===== src/rtl/counter_updown_mod_if.sv =====
// Control and status bundle for counter_updown_mod: the master drives the
// controls, the slave (the counter) returns the count and flags.
interface counter_updown_mod_if #(
   parameter int WIDTH  = 8,
   parameter int STEP_W = 4
);
   logic              en;
   logic              dir;
   logic [STEP_W-1:0] step;
   logic              oneshot;
   logic              ld;
   logic [WIDTH-1:0]  ld_val;
   logic [WIDTH-1:0]  count;
   logic              tc;
   logic              done;

   modport master (
      output en, dir, step, oneshot, ld, ld_val,
      input  count, tc, done
   );

   modport slave (
      input  en, dir, step, oneshot, ld, ld_val,
      output count, tc, done
   );
endinterface


===== src/rtl/counter_updown_mod.sv =====
// Modulo up/down counter with programmable step, parallel load, terminal-count
// pulse and one-shot RUN/HALT mode. Define COUNTER_SAT_EN to saturate in free-run.
module counter_updown_mod #(
   parameter int WIDTH   = 8,
   parameter int MAX_VAL = 2**WIDTH-1,
   parameter int STEP_W  = 4
) (
   input logic               clk,
   input logic               rst,
   counter_updown_mod_if.slave bus
);

   typedef enum logic {RUN, HALT} state_t;

   localparam logic [WIDTH-1:0] MAX_W   = WIDTH'(MAX_VAL);
   localparam logic [WIDTH:0]   MAX_EXT = (WIDTH+1)'(MAX_VAL);

   state_t           state_q, state_d;
   logic [WIDTH-1:0] count_q, count_d;
   logic             tc_q, tc_d;
   logic             done_q, done_d;

   // One extra bit so count+step never overflows even at MAX_VAL = 2**WIDTH-1.
   logic [WIDTH:0] cnt_ext, step_ext, s, sum_up;
   logic [WIDTH-1:0] diff_dn;

   assign cnt_ext  = {1'b0, count_q};
   assign step_ext = (WIDTH+1)'(bus.step);
   assign s        = (step_ext > MAX_EXT) ? MAX_EXT : step_ext;
   assign sum_up   = cnt_ext + s;
   assign diff_dn  = WIDTH'(cnt_ext - s);

`ifndef COUNTER_SAT_EN
   localparam logic [WIDTH:0] MOD_EXT = MAX_EXT + 1'b1;
   logic [WIDTH:0] wrap_up, wrap_dn;
   assign wrap_up = sum_up - MOD_EXT;
   assign wrap_dn = cnt_ext + MOD_EXT - s;
`endif

   // NOTE: every output of this block gets a default first, so no path leaves
   // a variable unassigned and no latch is inferred.
   always_comb begin
      count_d = count_q;
      tc_d    = 1'b0;
      done_d  = done_q;
      state_d = state_q;

      if (bus.ld) begin
         count_d = (bus.ld_val > MAX_W) ? MAX_W : bus.ld_val;
         done_d  = 1'b0;
         state_d = RUN;
      end else if (bus.en && state_q == RUN && s != '0) begin
         if (bus.oneshot) begin
            if (bus.dir) begin
               if (sum_up >= MAX_EXT) begin
                  count_d = MAX_W;
                  tc_d    = 1'b1;
                  done_d  = 1'b1;
                  state_d = HALT;
               end else begin
                  count_d = WIDTH'(sum_up);
               end
            end else begin
               if (s >= cnt_ext) begin
                  count_d = '0;
                  tc_d    = 1'b1;
                  done_d  = 1'b1;
                  state_d = HALT;
               end else begin
                  count_d = diff_dn;
               end
            end
         end else if (bus.dir) begin
            if (sum_up > MAX_EXT) begin
               tc_d = 1'b1;
`ifdef COUNTER_SAT_EN
               count_d = MAX_W;
`else
               count_d = WIDTH'(wrap_up);
`endif
            end else begin
               count_d = WIDTH'(sum_up);
            end
         end else begin
            if (s > cnt_ext) begin
               tc_d = 1'b1;
`ifdef COUNTER_SAT_EN
               count_d = '0;
`else
               count_d = WIDTH'(wrap_dn);
`endif
            end else begin
               count_d = diff_dn;
            end
         end
      end
   end

   // NOTE: state registers use non-blocking assignments so every flop samples
   // the pre-edge values; the reset branch is asynchronous and active-low.
   always_ff @(posedge clk or negedge rst) begin
      if (!rst) begin
         state_q <= RUN;
         count_q <= '0;
         tc_q    <= 1'b0;
         done_q  <= 1'b0;
      end else begin
         state_q <= state_d;
         count_q <= count_d;
         tc_q    <= tc_d;
         done_q  <= done_d;
      end
   end

   assign bus.count = count_q;
   assign bus.tc    = tc_q;
   assign bus.done  = done_q;

endmodule

===== src/flat_wrapper.sv =====
// flat-port wrapper written by rule: the top's interface ports become plain ports
module counter_updown_mod_flat 
#(
   parameter int WIDTH   = 8,
   parameter int MAX_VAL = 2**WIDTH-1,
   parameter int STEP_W  = 4
)
  (clk, rst, bus_en, bus_dir, bus_step, bus_oneshot, bus_ld, bus_ld_val, bus_count, bus_tc, bus_done);
  counter_updown_mod_if #(.WIDTH(WIDTH), .STEP_W(STEP_W)) bus_i ();
  input logic clk;
  input logic rst;
  input wire logic [$bits(bus_i.en)-1:0] bus_en;
  input wire logic [$bits(bus_i.dir)-1:0] bus_dir;
  input wire logic [$bits(bus_i.step)-1:0] bus_step;
  input wire logic [$bits(bus_i.oneshot)-1:0] bus_oneshot;
  input wire logic [$bits(bus_i.ld)-1:0] bus_ld;
  input wire logic [$bits(bus_i.ld_val)-1:0] bus_ld_val;
  output wire logic [$bits(bus_i.count)-1:0] bus_count;
  output wire logic [$bits(bus_i.tc)-1:0] bus_tc;
  output wire logic [$bits(bus_i.done)-1:0] bus_done;
  assign bus_i.en = bus_en;
  assign bus_i.dir = bus_dir;
  assign bus_i.step = bus_step;
  assign bus_i.oneshot = bus_oneshot;
  assign bus_i.ld = bus_ld;
  assign bus_i.ld_val = bus_ld_val;
  assign bus_count = bus_i.count;
  assign bus_tc = bus_i.tc;
  assign bus_done = bus_i.done;
  counter_updown_mod #(.WIDTH(WIDTH), .MAX_VAL(MAX_VAL), .STEP_W(STEP_W)) u_core (.clk(clk), .rst(rst), .bus(bus_i));
endmodule

===== config.mk =====
export PLATFORM = sky130hd
export DESIGN_NAME = counter_updown_mod_flat
export DESIGN_NICKNAME = d
export VERILOG_FILES = /design/src/rtl/counter_updown_mod_if.sv /design/src/rtl/counter_updown_mod.sv /design/src/flat_wrapper.sv
export SDC_FILE = /design/constraint.sdc
export NUM_CORES = 1
export LEC_CHECK = 0
export BUFFER_PORTS_ARGS = -buffer_cell sky130_fd_sc_hd__buf_2
export CORE_MARGIN = 5
export CORE_UTILIZATION = 50
export DETAILED_ROUTE_END_ITERATION = 10
export PLACE_DENSITY = 0.84
export RECOVER_POWER = 100
export SLEW_MARGIN = 40
export SYNTH_ARGS = -nofsm -noshare
export SYNTH_HDL_FRONTEND = slang
export SYNTH_SLANG_ARGS = --single-unit

===== constraint.sdc =====
create_clock -name clk -period 2.1 [get_ports clk]
set_input_delay 0.105 -clock clk [delete_from_list [all_inputs] [get_ports clk]]
set_output_delay 0.105 -clock clk [all_outputs]
set_load 0.05 [all_outputs]

==> results of run 1 <==
==> registers in the layout, indices dropped and copies added (netlist names) <==
| signal | count |
|---|---|
| u_core.bus.count | 8 |
| u_core.bus.done | 1 |
| u_core.bus.tc | 1 |
==> per-stage QoR <==
stage | setup slack (ps) | total power [mW] | cells
after floorplan | -202 | 0.786 | 174
after global placement | -220 | 1.02 | 247
after detailed placement | -230 | 1.04 | 247
after CTS | -93.0 | 1.25 | 253
after global routing | -221 | 1.38 | 254
final | -94.9 | 1.29 | 254
==> where the power goes <==
part | leakage (nW) | total, mW | switching, mW | internal, mW
Combinational | 0.675 | 0.861 | 0.498 | 0.363
Sequential | 0.117 | 0.246 | 0.0279 | 0.219
Clock | 0.0210 | 0.183 | 0.0771 | 0.106
Total | 0.814 | 1.29 | 0.603 | 0.688
==> cells in the final DEF, fill, tap and decap left out, types with 5 or more instances in the layout <==
master	netlist	layout
dfrtp_1	10	6
a221oi_2	2	5
nand2_1	13	12
nor2_1	7	7
o21ai_0	14	11
a21oi_1	12	9
buf_4	0	27
ha_1	12	8
inv_1	15	13
buf_2	3	16
nor3_1	10	9
clkbuf_1	5	11
==> layer usage <==
metal  vias to the layer above  share of wire  wire length [um]
li1                        733              -                 -
met1                       732           0.41              1760
met2                        90           0.49              2110
met3                        21          0.074               321
met4                         0          0.034               150
met5                         -              0                 0
==> logic make-up (layout without fill, tap and decap cells) <==
logic type | Yosys count | after routing
adders and majority gates | 14 | 14
buffers and inverters | 27 | 76
DFF | 10 | 10
xor gates and xnor gates | 8 | 8
and+or+nand+nor | 56 | 56
AOI/OAI and AO/OA | 57 | 57
muxes | 2 | 2
==> how the worst max path moves through the flow <==
stage	start	end	slack [ps]	depth (start not counted)
2_1_floorplan	u_core.bus.count[3]$_DFFE_PN0P_	u_core.bus.count[1]$_DFFE_PN0P_	-200	9
3_3_place_gp	u_core.bus.count[0]$_DFFE_PN0P_	u_core.bus.count[1]$_DFFE_PN0P_	-220	7
3_5_place_dp	u_core.bus.count[0]$_DFFE_PN0P_	u_core.bus.count[1]$_DFFE_PN0P_	-230	7
4_1_cts	u_core.bus.count[0]$_DFFE_PN0P_	u_core.bus.done$_DFFE_PN0P_	-90	8
5_1_grt	u_core.bus.count[0]$_DFFE_PN0P_	u_core.bus.done$_DFFE_PN0P_	-220	8
6_report	u_core.bus.count[1]$_DFFE_PN0P_	u_core.bus.done$_DFFE_PN0P_	-90	8
==> cell type report <==
type | instances | share of cell area
clock buffer | 4 | 0.0191
tap | 31 | 0.0204
multi-input combinational | 137 | 0.613
inverter | 17 | 0.0375
timing repair buffer | 55 | 0.176
sequential | 10 | 0.134
==> worst min-delay path: stages <==
cell,delay [ps]
buf_2,70
a21oi_1,50
o21ai_0,70
==> repair_timing <==
| item | 4_1_cts | 5_1_grt |
|---|---|---|
| endpoints found under the setup margin | 9 | 10 |
| resized for setup | 12 | 10 |
| hold buffers | 1 | 0 |
| hold endpoints to repair | 10 | 0 |
| buffers inserted | 1 | 1 |
| pin swaps | 8 | 4 |
==> impl_metrics.toml, run 1 <==
[status]
status = "finished with violations"
violations = "negative setup slack"

[logic_synthesis]
synthXorXnorAreaFrac = 0.0498
synthArstFlopShare = 1.00
syn-cell-area_um2 = 1410
synth_ff_type = "dfrtp_1"
synth_enable_flop_cells = 0
ys_types = 50
netlist.area_leader.share = 0.178
synth_compound_area_frac = 0.320
synthMuxAreaShare = 0.0151
yosysWarningCount = 0
synth_top_family_by_area = "compound AO/OA/AOI/OAI gates"
yosysMostFrequentCell = "inv_1"
synth_commonest_cells = "inv_1, o21ai_0, nand2_1"
synth-simple-area-share = 0.214
yosysSeqAreaShare = 0.178
syn_inst = 174
synth_top_area_cell = "dfrtp_1"
synth_area_leaders = "dfrtp_1, ha_1, o21ai_0"
synthAdderAreaFrac = 0.135
synth_nets = 206
ys_seq_elements = 10
avgSynthCellArea_um2 = 8.09

[timing]
setup_tns_ps = -415
setup_viol_count_final = 7
timing.final.crit_share = 1.05
max_freq_mhz = 456
period_minus_slack_ps = 2190
report.final.hold_viol_count = 0
fin_worst_skew_ps = 0.369
whs_ps = 58.7
finalWorstSetupSlack_ps = -94.9
worst_pin_slew_ps = 669
drv_slew = 0
rsz0062_at_grt = "true"
maxSlewHeadroom = 0.548

[setup_path]
crit_path_end_kind = "register"
cpPeakStageDelay_ps = 450
worstPathArrival_ps = 2370
r2r_end = "u_core.bus.done$_DFFE_PN0P_"
rr_worst_depth = 8
ff2ff_setup_slack_ps = -90
reg2reg_from = "u_core.bus.count[1]$_DFFE_PN0P_"
cp_max_fo = 4
slowest_stage = "dfrtp_2"
crit_buf_inv = 1
critPathLaunchType = "register"
crit_required_ps = 2280
cp_cell_sequence = "buf_4, fa_2, nand2b_1, a2bb2oi_2, or2_4, o31ai_4, a21oi_2, o41ai_2"
setup.worst_path.class = "reg -> reg"
crit_family = "compound AO/OA/AOI/OAI gates"

[layout]
multiInputGateArea_um2 = 1170
post-route-util = 0.696
antennaDiodeCount = 0
drive_above_1_share = 0.404
nets = 256
nFillCells = 212
register_area_um2 = 255
syn_to_final_growth_pct = 35.1
design_area_um2 = 1900

[floorplan]
floorplan.die_area_um2 = 3980
std_cell_rows = 19
core_area_um2 = 2730
ios = 28
die_w_um = 63.1
start_util = 0.515
die_h_um = 63.1

[clocking]
clockRootBuffer = "clkbuf_4"
tritoncts = "yes"
path_clk_slew_ps = 70
cts_made_buffers = 3
insertion_delay_ps = 280
clkSinkCount = 10
cts_buffer_depth = 2
cts.htree.levels = 1

[global_route]
grt_pass1_wl_mm = 7.11
antenna_found_initial = 0
grtUsageMet2 = 0.371
use_met3 = 0.0320
grt_usage = 0.223
top_usage_layer = "met2"
grt_pass1_vias = 1478
met1_usage = 0.286
overflow = 0
grt_max_degree = 20

[hold_path]
min_from = "bus_ld_val[7]"
min_path_cells = 3
worst_hold_path.endpoint = "u_core.bus.count[7]$_DFFE_PN0P_"
worst_hold_path_type = "in -> reg"

[power_and_ir_drop]
leakage_nw = 0.814
powerDensity_nw_per_um2 = 679
ir_drop_mv = 0.636

[detailed_routing]
finalWirelength_mm = 4.35
drc = 0
viasPerCell = 6.20
drt_iter0_drc = 123
drtAntennaViolNets = 0
dr_total_vias = 1576
drt-wirelength-per-cell_um = 17.1
drtPass1Iterations = 5

[placement]
place_area_um2 = 1770
numPortBuffers = 27
place.gp.congestion = 0.933
hpwl_mm = 3.33

[job]
drv_cap = 0
No activity file was read; power rests on OpenSTA's default activity.
==> run 2: changes to the inputs <==
Settings changed: ABC_AREA set to 1, GPL_TIMING_DRIVEN set to 0, MAX_ROUTING_LAYER set to met4.
==> impl_metrics.toml, run 2 <==
[logic_synthesis]
yosysMostFrequentCell = "nand2_1"
synthArstFlopShare = 1.00
syn-cell-area_um2 = 1450
netlist.area_leader.share = 0.173
ys_types = 30
yosysWarningCount = 0
synth_top_area_cell = "nand2_1"
synth_enable_flop_cells = 0
synth_nets = 268
synth_area_leaders = "nand2_1, dfrtp_1, ha_1"
yosysSeqAreaShare = 0.172
synth_commonest_cells = "nand2_1, inv_1, nor2_1"
avgSynthCellArea_um2 = 6.16
synth_ff_type = "dfrtp_1"
syn_inst = 236
ys_seq_elements = 10

[setup_path]
r2r_end = "u_core.bus.count[2]$_DFFE_PN0P_"
worstPathArrival_ps = 2480
ff2ff_setup_slack_ps = -160
setup.worst_path.class = "reg -> reg"
cp_max_fo = 4
crit_path_end_kind = "register"
crit_required_ps = 2320
reg2reg_from = "u_core.bus.count[0]$_DFFE_PN0P_"
rr_worst_depth = 12
critPathLaunchType = "register"

[timing]
drv_slew = 0
timing.final.crit_share = 1.08
setup_tns_ps = -1130
worst_pin_slew_ps = 668
setup_viol_count_final = 9
finalWorstSetupSlack_ps = -159
max_freq_mhz = 443
report.final.hold_viol_count = 0
fin_worst_skew_ps = 1.78
rsz0062_at_grt = "true"
whs_ps = 108
period_minus_slack_ps = 2260
maxSlewHeadroom = 0.555

[layout]
largest_register_ffs = 8
layout_commonest_cell = "nand2_1"
syn_to_final_growth_pct = 30.7
final_cells = 313
drive_above_1_share = 0.326
layout_common_cells = "nand2_1, inv_1, buf_2"
nFillCells = 231
antennaDiodeCount = 0
nets = 315

[clocking]
cts_made_buffers = 3
insertion_delay_ps = 280
clkSinkCount = 10
cts_buffer_depth = 2
cts.htree.levels = 1
path_clk_slew_ps = 80
clockRootBuffer = "clkbuf_4"
tritoncts = "yes"

[detailed_routing]
finalWirelength_mm = 4.90
drc = 0
drt-wirelength-per-cell_um = 15.7
dr_total_vias = 1813
drtAntennaViolNets = 0
drtPass1Iterations = 6
drt_iter0_drc = 136
viasPerCell = 5.79

[power_and_ir_drop]
combPwrFrac = 0.662
seq_power_share = 0.192
powerDensity_nw_per_um2 = 697
power.switching_uw = 696
leakage_nw = 1.02
clkPwrFrac = 0.145
switching_share = 0.526
ir_drop_mv = 0.596
internal_power_uw = 627

[floorplan]
start_util = 0.522
std_cell_rows = 19
die_w_um = 63.9
floorplan.die_area_um2 = 4080
core_area_um2 = 2780
die_h_um = 63.9
ios = 28

[status]
status = "finished with violations"
violations = "negative setup slack"

[global_route]
grt_pass1_vias = 1500
overflow = 0
antenna_found_initial = 0
grt_max_degree = 11
grt_pass1_wl_mm = 6.95
grt_usage = 0.221

[placement]
hpwl_mm = 3.18
place.gp.congestion = 0.963
post-place-cells = 293
numPortBuffers = 26
dp_worst_setup_slack_ps = -79.3

[hold_path]
min_path_cells = 5
worst_hold_path_type = "in -> reg"
min_from = "bus_ld_val[6]"
worst_hold_path.endpoint = "u_core.bus.count[6]$_DFFE_PN0P_"

[job]
drv_cap = 0
==> run 2: changes by cell type in the layout (fill, tap and decap cells not counted), moves of 7 or more <==
cell	before	now
nand3_1	2	16
nand2_1	12	58
buf_2	16	26
inv_1	13	32
buf_4	27	15
nand4_1	0	9
nor3_1	9	2
clkbuf_1	11	3
nor2_1	7	23
nand2_2	1	12
==> run 2: logic make-up after synthesis <==
logic type | share of synthesized area
buffers and inverters | 0.131
adder cells (fa/ha/maj) | 0.131
AO/OA/AOI/OAI | 0.120
flip-flops | 0.172
XOR/XNOR | 0.0241
AND/OR/NAND/NOR | 0.422
==> run 2: power groups by stage <==
| stage | combinational, mW | clock [mW] | sequential (mW) |
|---|---|---|---|
| 4_1_cts | 0.726 | 0.192 | 0.258 |
| 6_report | 0.876 | 0.192 | 0.254 |
| 2_1_floorplan | 0.440 | 0 | 0.351 |
| 3_3_place_gp | 0.693 | 0 | 0.260 |
| 3_5_place_dp | 0.692 | 0 | 0.261 |
| 5_1_grt | 0.935 | 0.204 | 0.258 |
==> run 2: area by class of cell <==
| type | count | area (um2) | area share |
|---|---|---|---|
| Clock buffer | 4 | 36.3 | 0.0191 |
| Multi-Input combinational cell | 182 | 1120 | 0.590 |
| Sequential cell | 10 | 255 | 0.134 |
| Tap cell | 31 | 38.8 | 0.0204 |
| Timing Repair Buffer | 42 | 254 | 0.134 |
| Buffer | 6 | 43.8 | 0.0231 |
| Inverter | 38 | 150 | 0.0791 |
==> run 2: how the worst max path moves through the flow <==
| stage | to | from | cells past startpoint |
|---|---|---|---|
| after global routing | u_core.bus.count[4]$_DFFE_PN0P_ | u_core.bus.count[0]$_DFFE_PN0P_ | 12 |
| after floorplan | u_core.bus.count[3]$_DFFE_PN0P_ | u_core.bus.count[0]$_DFFE_PN0P_ | 12 |
| after global placement | u_core.bus.count[2]$_DFFE_PN0P_ | u_core.bus.count[0]$_DFFE_PN0P_ | 12 |
| after detailed placement | u_core.bus.count[2]$_DFFE_PN0P_ | u_core.bus.count[0]$_DFFE_PN0P_ | 12 |
| final | u_core.bus.count[2]$_DFFE_PN0P_ | u_core.bus.count[0]$_DFFE_PN0P_ | 12 |
| after CTS | u_core.bus.count[2]$_DFFE_PN0P_ | u_core.bus.count[0]$_DFFE_PN0P_ | 12 |
==> run 2: critical path, cell delays in order (launching register included) <==
cell and delay, ps:
dfrtp_2 450, ha_4 180, fa_2 550, nand2_1 60, nor2_1 180, nand3_2 130, nor2_4 120, nand3_2 90
nand2_4 100, nand3_4 70, nand2_1 90, nand3_2 90, nand2_1 80
==> run 2: routing by layer <==
metal  part of all wire  vias up  track usage
met1               0.39      800        0.293
met5                  0        -            -
met4              0.047        0       0.0883
met2               0.45      134        0.335
met3               0.11       36       0.0333
li1                   -      843            -
==> run 2: what timing repair did <==
action / CTS / global route
resized for setup: 6 / 22
pin swaps: 1 / 6
endpoints found under the hold margin: 10 / 0
buffers inserted: 3 / 12
cloned: 0 / 0
setup endpoints to repair: 7 / 10
hold buffers: 1 / 0
==> run 2: metrics by stage <==
| step | power (mW) | utilization | instance area (um2) |
|---|---|---|---|
| after detailed placement | 0.953 | 0.586 | 1630 |
| after global routing | 1.40 | 0.682 | 1900 |
| after CTS | 1.18 | 0.623 | 1730 |
| after global placement | 0.953 | 0.586 | 1630 |
| after floorplan | 0.791 | - | 1460 |
| final | 1.32 | 0.682 | 1900 |
==> run 3: changes to the inputs <==
Settings changed: CORE_UTILIZATION 50 to 55, PLACE_DENSITY 0.84 to 0.87.
Clock period 2.1 ns to 2.4 ns, I/O delays scaled along.
==> impl_metrics.toml, run 3 (same netlist as run 2, synthesis figures left out) <==
[timing]
fin_worst_skew_ps = 8.53
finalWorstSetupSlack_ps = 124
worst_pin_slew_ps = 608
drv_slew = 0
report.final.hold_viol_count = 0
setup_viol_count_final = 0
whs_ps = 131
maxSlewHeadroom = 0.595
period_minus_slack_ps = 2280
setup_tns_ps = 0
max_freq_mhz = 439
rsz0062_at_grt = "false"
timing.final.crit_share = 0.948

[floorplan]
core_area_um2 = 2500
ios = 28
die_h_um = 61.4
floorplan.die_area_um2 = 3770
start_util = 0.581
die_w_um = 61.4
std_cell_rows = 18

[clocking]
cts_made_buffers = 3
tritoncts = "yes"
clkSinkCount = 10
clockRootBuffer = "clkbuf_4"
cts_buffer_depth = 2
cts.htree.levels = 1
insertion_delay_ps = 280
path_clk_slew_ps = 90

[detailed_routing]
drt_iter0_drc = 84
dr_total_vias = 1667
drtAntennaViolNets = 0
drc = 0
finalWirelength_mm = 4.05
drtPass1Iterations = 5
viasPerCell = 5.58
drt-wirelength-per-cell_um = 13.6

[setup_path]
cp_max_fo = 4
crit_family = "simple AND/OR/NAND/NOR gates"
setup.worst_path.class = "reg -> reg"
critPathLaunchType = "register"
crit_required_ps = 2610
slowest_stage = "fa_2"
worstPathArrival_ps = 2480
crit_buf_inv = 0
cpPeakStageDelay_ps = 560
crit_top_cell = "nand2_1"
crit_path_end_kind = "register"
cp_cell_sequence = "ha_1, fa_2, nand2_1, nor2_1, nand3_2, nor2_4, nand3_2, nand2_2, nand3_2, nand2_1, nand2_1, nand2_1"

[global_route]
grt_pass1_wl_mm = 6.69
overflow = 0
antenna_found_initial = 0
grt_pass1_vias = 1546
grt_max_degree = 11
grt_usage = 0.246

[power_and_ir_drop]
total_power_mw = 1.02
ir_drop_mv = 0.397
powerDensity_nw_per_um2 = 607
leakage_nw = 0.908

[layout]
layout_common_cells = "nand2_1, inv_1, nor2_1"
final_cells = 299
syn_to_final_growth_pct = 15.1
nets = 302
drive_above_1_share = 0.178
register_area_um2 = 251
multiInputGateArea_um2 = 1010
layout_commonest_cell = "nand2_1"
largest_register_ffs = 8
nFillCells = 234
antennaDiodeCount = 0

[placement]
post-place-cells = 292
place.gp.congestion = 0.971
dp_worst_setup_slack_ps = 108
numPortBuffers = 26
hpwl_mm = 3.32

[hold_path]
worst_hold_path_type = "in -> reg"

[job]
drv_cap = 0

[status]
status = "completed"
## run 3: final timing paths
| check | startpoint | to | slack [ps] | depth (start not counted) |
|---|---|---|---|---|
| worst max register to register | u_core.bus.count[0]$_DFFE_PN0P_ | u_core.bus.count[4]$_DFFE_PN0P_ | 120 | 12 |
| worst min register to register | u_core.bus.done$_DFFE_PN0P_ | u_core.bus.done$_DFFE_PN0P_ | 550 | 2 |
| min in group asynchronous | rst | u_core.bus.tc$_DFF_PN0_ | 350 | 2 |
| max in group asynchronous | rst | u_core.bus.count[0]$_DFFE_PN0P_ | 1630 | 2 |
| worst max-delay path | u_core.bus.count[0]$_DFFE_PN0P_ | u_core.bus.count[4]$_DFFE_PN0P_ | 120 | 12 |
| worst min-delay path | bus_ld_val[0] | u_core.bus.count[0]$_DFFE_PN0P_ | 130 | 5 |
## run 3: report_power, final
group | total [mW] | switching (mW) | internal [mW]
Combinational | 0.623 | 0.428 | 0.195
Clock | 0.167 | 0.0743 | 0.0923
Sequential | 0.226 | 0.0334 | 0.192
Total | 1.02 | 0.536 | 0.479
## run 3: worst reg2reg max path: stages (launching register included)
cell and delay [ps]:
dfrtp_2 450, ha_1 270, fa_2 560, nand2_1 50, nor2_1 140, nand3_2 100, nor2_4 110, nand3_2 80
nand2_2 100, nand3_2 110, nand2_1 90, nand2_1 50, nand2_1 90
## run 3: metrics by stage
stage / util / area, um2
3_3_place_gp: 0.648 / 1620
3_5_place_dp: 0.648 / 1620
4_1_cts: 0.667 / 1670
6_report: 0.669 / 1670
5_1_grt: 0.669 / 1670
2_1_floorplan: - / 1450
## run 3: what timing repair did
item | 4_1_cts | 5_1_grt
hold buffers | 1 | 0
setup endpoints to repair | 0 | 7
endpoints found under the hold margin | 10 | 0
buffers inserted | 0 | 2
resized for setup | 0 | 2
## run 3: final cells by class
| cell class | count | area share |
|---|---|---|
| Timing Repair Buffer | 29 | 0.0846 |
| Clock buffer | 4 | 0.0217 |
| Sequential cell | 10 | 0.150 |
| Inverter | 38 | 0.0898 |
| Buffer | 6 | 0.0240 |
| Multi-Input combinational cell | 182 | 0.607 |
| Tap cell | 30 | 0.0225 |
## run 3: metal layers
metal / vias to the layer above / GRT usage / routed length (um)
li1: 822 / - / -
met1: 751 / 0.307 / 1670
met2: 86 / 0.397 / 1970
met3: 8 / 0.0545 / 377
met4: 0 / 0.0758 / 39
met5: - / - / 0
